$ cat config.mk
export PLATFORM = sky130hd
export DESIGN_NAME = pipe_hazard_ctrl
export DESIGN_NICKNAME = d
export VERILOG_FILES = /design/src/rtl/pipe_pkg.sv /design/src/rtl/sat_counter.sv /design/src/rtl/pipe_hazard_ctrl.sv
export SDC_FILE = /design/constraint.sdc
export NUM_CORES = 1
export LEC_CHECK = 0
export CORE_ASPECT_RATIO = 0.75
export CORE_MARGIN = 2
export CORE_UTILIZATION = 55
export DETAILED_ROUTE_END_ITERATION = 8
export PLACE_DENSITY = 0.87
export RECOVER_POWER = 50
export SYNTH_ARGS = -nofsm -noshare
export SYNTH_HDL_FRONTEND = slang
export SYNTH_SLANG_ARGS = --single-unit
$ cat constraint.sdc
create_clock -name clk -period 4.7 [get_ports clk]
set_input_delay 0.94 -clock clk [delete_from_list [all_inputs] [get_ports clk]]
set_output_delay 0.94 -clock clk [all_outputs]
set_load 0.01 [all_outputs]
$ cat src/rtl/pipe_pkg.sv
// rtl/pipe_pkg.sv - shared types, opcodes and match helpers for the pipeline hazard controller
package pipe_pkg;

    // Scoreboard register fields are sized for the widest register file we expect to use.
    localparam int SB_AW = 8;

    typedef enum logic [1:0] {
        FWD_RF  = 2'b00,
        FWD_MEM = 2'b01,
        FWD_WB  = 2'b10
    } fwd_sel_e;

    typedef struct packed {
        logic             valid;
        logic [SB_AW-1:0] rd;
        logic [SB_AW-1:0] rs1;
        logic [SB_AW-1:0] rs2;
        logic             use_rs1;
        logic             use_rs2;
        logic             reg_write;
        logic             mem_read;
    } stage_sb_t;

    localparam stage_sb_t SB_BUBBLE = '0;

    localparam logic [6:0] OPC_LOAD   = 7'b0000011;
    localparam logic [6:0] OPC_STORE  = 7'b0100011;
    localparam logic [6:0] OPC_OP_IMM = 7'b0010011;
    localparam logic [6:0] OPC_OP     = 7'b0110011;
    localparam logic [6:0] OPC_BRANCH = 7'b1100011;
    localparam logic [6:0] OPC_JAL    = 7'b1101111;
    localparam logic [6:0] OPC_JALR   = 7'b1100111;
    localparam logic [6:0] OPC_LUI    = 7'b0110111;
    localparam logic [6:0] OPC_AUIPC  = 7'b0010111;

    function automatic logic opc_is_load(input logic [6:0] opc);
        return opc == OPC_LOAD;
    endfunction

    // A stage produces register r for a reader only if it really writes a non-x0 register.
    function automatic logic sb_writes(input stage_sb_t s, input logic [SB_AW-1:0] r,
                                       input logic use_r);
        return s.valid && s.reg_write && (s.rd != '0) && (s.rd == r) && use_r;
    endfunction

    // Loads sitting in MEM have no data yet; the load-use bubble lets WB supply them instead.
    function automatic fwd_sel_e pick_fwd(input stage_sb_t mem_s, input stage_sb_t wb_s,
                                          input logic [SB_AW-1:0] r, input logic use_r);
        if (!mem_s.mem_read && sb_writes(mem_s, r, use_r)) begin
            return FWD_MEM;
        end
        if (sb_writes(wb_s, r, use_r)) begin
            return FWD_WB;
        end
        return FWD_RF;
    endfunction

endpackage

$ cat src/rtl/sat_counter.sv
// rtl/sat_counter.sv - saturating event counter with synchronous clear
module sat_counter #(
    parameter int CNT_W = 32
) (
    input  logic             clk_i,
    input  logic             clr_i,
    input  logic             inc_i,
    output logic [CNT_W-1:0] cnt_o
);

    logic [CNT_W-1:0] cnt_q;
    logic [CNT_W-1:0] cnt_d;

    always_comb begin
        cnt_d = cnt_q;
        if (clr_i) begin
            cnt_d = '0;
        end else if (inc_i && (cnt_q != '1)) begin
            cnt_d = cnt_q + CNT_W'(1);
        end
    end

    always_ff @(posedge clk_i) begin
        cnt_q <= cnt_d;
    end

    assign cnt_o = cnt_q;

endmodule

$ cat src/rtl/pipe_hazard_ctrl.sv
// rtl/pipe_hazard_ctrl.sv - stall/flush/forwarding controller for the 5-stage RV32I pipeline
module pipe_hazard_ctrl
    import pipe_pkg::*;
#(
    parameter int REG_AW    = 5,
    parameter bit RF_BYPASS = 1'b1,
    parameter int CNT_W     = 32
) (
    input  logic              clk,
    input  logic              reset,
    input  logic              id_valid,
    input  logic [REG_AW-1:0] id_rs1,
    input  logic [REG_AW-1:0] id_rs2,
    input  logic              id_use_rs1,
    input  logic              id_use_rs2,
    input  logic [REG_AW-1:0] id_rd,
    input  logic              id_reg_write,
    input  logic              id_mem_read,
    input  logic              ex_redirect,
    input  logic              ex_busy,
    output logic              pc_en,
    output logic              if_id_en,
    output logic              if_id_flush,
    output logic              id_ex_en,
    output logic              id_ex_flush,
    output logic              ex_mem_flush,
    output logic [1:0]        fwd_a,
    output logic [1:0]        fwd_b,
    output logic              id_fwd_a,
    output logic              id_fwd_b,
    output logic [CNT_W-1:0]  stall_cnt,
    output logic [CNT_W-1:0]  flush_cnt
);

    stage_sb_t ex_q, mem_q, wb_q;
    stage_sb_t ex_d, mem_d, wb_d;
    stage_sb_t id_sb;

    logic busy;
    logic redirect;
    logic load_use_raw;
    logic load_use;
    logic stall_inc;
    logic flush_inc;

    assign id_sb = '{
        valid:     id_valid,
        rd:        SB_AW'(id_rd),
        rs1:       SB_AW'(id_rs1),
        rs2:       SB_AW'(id_rs2),
        use_rs1:   id_use_rs1,
        use_rs2:   id_use_rs2,
        reg_write: id_reg_write,
        mem_read:  id_mem_read
    };

    assign busy         = ex_busy && ex_q.valid;
    assign redirect     = ex_redirect && ex_q.valid && !busy;
    assign load_use_raw = id_valid && ex_q.mem_read &&
                          (sb_writes(ex_q, id_sb.rs1, id_use_rs1) ||
                           sb_writes(ex_q, id_sb.rs2, id_use_rs2));
    // A redirect squashes ID, so a load-use seen there is on the wrong path.
    assign load_use     = load_use_raw && !busy && !redirect;

    always_comb begin
        pc_en        = 1'b1;
        if_id_en     = 1'b1;
        id_ex_en     = 1'b1;
        if_id_flush  = 1'b0;
        id_ex_flush  = 1'b0;
        ex_mem_flush = 1'b0;
        if (!reset) begin
            if (busy) begin
                pc_en        = 1'b0;
                if_id_en     = 1'b0;
                id_ex_en     = 1'b0;
                ex_mem_flush = 1'b1;
            end else if (redirect) begin
                if_id_flush  = 1'b1;
                id_ex_flush  = 1'b1;
            end else if (load_use) begin
                pc_en        = 1'b0;
                if_id_en     = 1'b0;
                id_ex_flush  = 1'b1;
            end
        end
    end

    always_comb begin
        fwd_a = FWD_RF;
        fwd_b = FWD_RF;
        if (!reset) begin
            fwd_a = pick_fwd(mem_q, wb_q, ex_q.rs1, ex_q.valid && ex_q.use_rs1);
            fwd_b = pick_fwd(mem_q, wb_q, ex_q.rs2, ex_q.valid && ex_q.use_rs2);
        end
    end

    // With a write-first register file the ID read already sees WB, so no ID bypass is needed.
    assign id_fwd_a = !RF_BYPASS && !reset && id_valid && sb_writes(wb_q, id_sb.rs1, id_use_rs1);
    assign id_fwd_b = !RF_BYPASS && !reset && id_valid && sb_writes(wb_q, id_sb.rs2, id_use_rs2);

    always_comb begin
        wb_d  = mem_q;
        mem_d = busy ? SB_BUBBLE : ex_q;
        if (busy) begin
            ex_d = ex_q;
        end else if (redirect || load_use || !id_valid) begin
            ex_d = SB_BUBBLE;
        end else begin
            ex_d = id_sb;
        end
    end

    always_ff @(posedge clk) begin
        if (reset) begin
            ex_q  <= SB_BUBBLE;
            mem_q <= SB_BUBBLE;
            wb_q  <= SB_BUBBLE;
        end else begin
            ex_q  <= ex_d;
            mem_q <= mem_d;
            wb_q  <= wb_d;
        end
    end

    assign stall_inc = !reset && !pc_en;
    assign flush_inc = !reset && redirect;

    sat_counter #(.CNT_W(CNT_W)) u_stall_cnt (
        .clk_i (clk),
        .clr_i (reset),
        .inc_i (stall_inc),
        .cnt_o (stall_cnt)
    );

    sat_counter #(.CNT_W(CNT_W)) u_flush_cnt (
        .clk_i (clk),
        .clr_i (reset),
        .inc_i (flush_inc),
        .cnt_o (flush_cnt)
    );

    logic unused_sb;
    assign unused_sb = ^{mem_q.rs1, mem_q.rs2, mem_q.use_rs1, mem_q.use_rs2,
                         wb_q.rs1, wb_q.rs2, wb_q.use_rs1, wb_q.use_rs2, wb_q.mem_read};

endmodule
==> flow_summary.toml <==
[floorplanning]
die_y_um = 84.2
core_sq_um = 8380
rows = 29
ios = 100
die_area_sq_um = 9350
die_w_um = 111
start_util_pct = 56.3

[synth]
ys_ff_latch = 99
synthTopCellsByArea = "dfxtp_1 42%, xor2_1 5.8%, xnor2_1 5.6%"
synthDominantAreaCellType = "dfxtp_1"
synthesis.area_sq_um = 4720
postSynthCellCount = 527
ys_async_sr_fraction_pct = 0
synth_flop_cell = "dfxtp_1"
yosysUniqueCellTypes = 50
synth_area_per_cell_sq_um = 8.96
synth_edf_count = 0
ys_seq_area_share_pct = 42.0
synth.top_cell.area_share_pct = 42.0
ys_warn_count = 0

[sta]
fin_crit_sh_pct = 82.2
drv_slew = 0
rsz0062_at_grt = "false"
finalSetupViolations = 0
clock.fmax_mhz = 259
skew_ns = 0.0106
fin_crit_ns = 3.86
relSlewSlack_pct = 43.3
tns_ns = 0
max_slew.worst_pin.slew_ns = 0.851
finalHoldViolCount = 0

[power_and_ir_drop]
switchingPower_mw = 0.372
ir_drop_mv = 0.264
p_int_mw = 1.32
pwr-share-comb_pct = 5.3
p_leak_nw = 2.35
seq_power_share_pct = 51.2
swShare_pct = 22.0
clkPwrFrac_pct = 43.5
powerDensity_nw_per_um2 = 280

[worst_setup_path]
worstPathMaxFanout = 2
critPathCaptureType = "primary output"
startpoint = "id_rs1[4]"
arrival_ns = 2.92
r2r-start = "ex_q[28]$_SDFFE_PP0N_"
worstReg2RegEnd = "u_stall_cnt.cnt_o[17]$_SDFFE_PP0P_"
r2r_cells = 7
required_ns = 3.76
rrSetupSlack_ns = 2.24
start_kind = "input port"
crit_type = "input port to primary output"

[clocking]
cts_buffers = 9
clock_latency_ns = 0.34
cts_buffer_depth = 2
postCtsSetupBuffers = 0
cts.clk_slew.worst_paths_ns = 0.06
cts_resized = 0
cts_sinks = 99
cts_root_buf = "clkbuf_16"
cts_tree = "done"
h-tree-depth = 3
hold_buffers = 0

[finish]
fin_util_pct = 72.2
seq_area_sq_um = 1980
syn2layout_area_growth_pct = 28.1
multi_input_area_sq_um = 2590
num-fill-cells = 607
final_cell_mix = "99 x dfxtp_1, 66 x dlygate4sd3_1, 54 x nor2_1"
final_nets = 644
drive_gt1_share_pct = 4.98
diodes = 0
final_common_cell = "dfxtp_1"

[route]
via_per_inst = 5.94
wire_per_inst_um = 16.8
drc = 0
drtIter0Drc = 235
first_pass_iters = 4
antenna_left = 0
vias = 4338
routed_wl_mm = 12.3

[outcome]
outcome = "complete, no violations"

[flow_run]
maxCapViolCount = 0

[grt]
overflow = 0
grt_use_total_pct = 26.4
grt_pass1_vias = 4088
grt_max_degree = 72
grt_pass1_wl_mm = 20.2
antenna_found_initial = 0

[hold_path]
min_from = "mem_q[28]$_SDFF_PP0_"
worstHoldPathCells = 1
whs_endpoint = "wb_q[28]$_SDFF_PP0_"
min_path_type = "flip-flop to flip-flop"

[placement]
io_buffers = 97
gp_congestion = 0.960
hpwlAfterDp_mm = 9.02
## power by group through the flow
stage / Combinational (mW) / Clock (mW) / Sequential, mW
floorplan: 0.0548 / 0 / 0.880
global placement: 0.0880 / 0 / 0.886
detailed placement: 0.0902 / 0 / 0.887
CTS: 0.0905 / 0.749 / 0.867
global route: 0.0972 / 0.785 / 0.869
finish: 0.0898 / 0.736 / 0.868
## routing by layer
| layer | GRT usage (%) | routed length, um | up-vias |
|---|---|---|---|
| met5 | 0 | 0 | - |
| met4 | 7.61 | 216 | 0 |
| met3 | 7.58 | 925 | 17 |
| met2 | 41.6 | 5500 | 170 |
| met1 | 35.7 | 5640 | 2052 |
| li1 | - | - | 2099 |
## synth_stat cells, types with 12 or more instances
master	n
dfxtp_1	99
nor2_1	54
nand4_1	32
nand2_1	31
xor2_1	31
xnor2_1	30
a21oi_1	23
a22o_1	19
nand3_1	19
and2_1	14
nor2b_1	14
clkbuf_1	13
nor3_1	13
nor4_1	12
or3_1	12
## cells by family (layout without fill, tap and decap cells)
group / Yosys count / in the layout / share of synthesized area (%)
xor+xnor: 61 / 61 / 11.3
simple gates: 241 / 241 / 28.9
flops: 99 / 99 / 42.0
buf+inv: 34 / 128 / 3.21
other cells: 1 / 2 / 0.0794
compound gates: 80 / 80 / 12.0
fa+ha+maj: 2 / 2 / 0.530
mux: 9 / 9 / 1.99
## worst max-delay path: stages
cell and delay (ns):
dlygate4sd3_1 0.58, xnor2_1 0.18, nand4_1 0.14, o22a_1 0.23
nor2_1 0.16, a21oi_1 0.06, nor2_1 0.10, clkdlybuf4s50_1 0.55
## metrics by stage
stage	hold WS, ns	setup WS (ns)	area, sq um	cells	total power, mW
finish	0.464	0.836	6050	730	1.69
floorplan	0.438	1.51	4720	528	0.935
global placement	0.454	0.965	5750	715	0.974
CTS	0.465	0.933	6050	730	1.71
detailed placement	0.454	0.945	5750	715	0.977
global route	0.475	0.716	6050	730	1.75
## worst max path at each step
stage | endpoint | slack [ns] | cells past startpoint
final | id_ex_flush | 0.84 | 8
after global placement | id_ex_flush | 0.96 | 8
after CTS | id_ex_flush | 0.93 | 8
after detailed placement | id_ex_flush | 0.94 | 8
after floorplan | pc_en | 1.51 | 7
after global routing | if_id_flush | 0.72 | 5
## state kept, by name (all words and copies together) (netlist names)
name,cells
mem_q,8
u_stall_cnt.cnt_o,32
wb_q,7
ex_q,20
u_flush_cnt.cnt_o,32
## cell type report
| type | instances | share of cell area, % |
|---|---|---|
| multi-input cells | 395 | 42.8 |
| flip-flops and latches | 99 | 32.8 |
| repair buffers | 102 | 16.5 |
| clock buffers | 10 | 3.95 |
| well taps | 108 | 2.23 |
| clock inverters | 5 | 1.03 |
| inverters | 11 | 0.683 |
(Power assumes the default switching activity.)
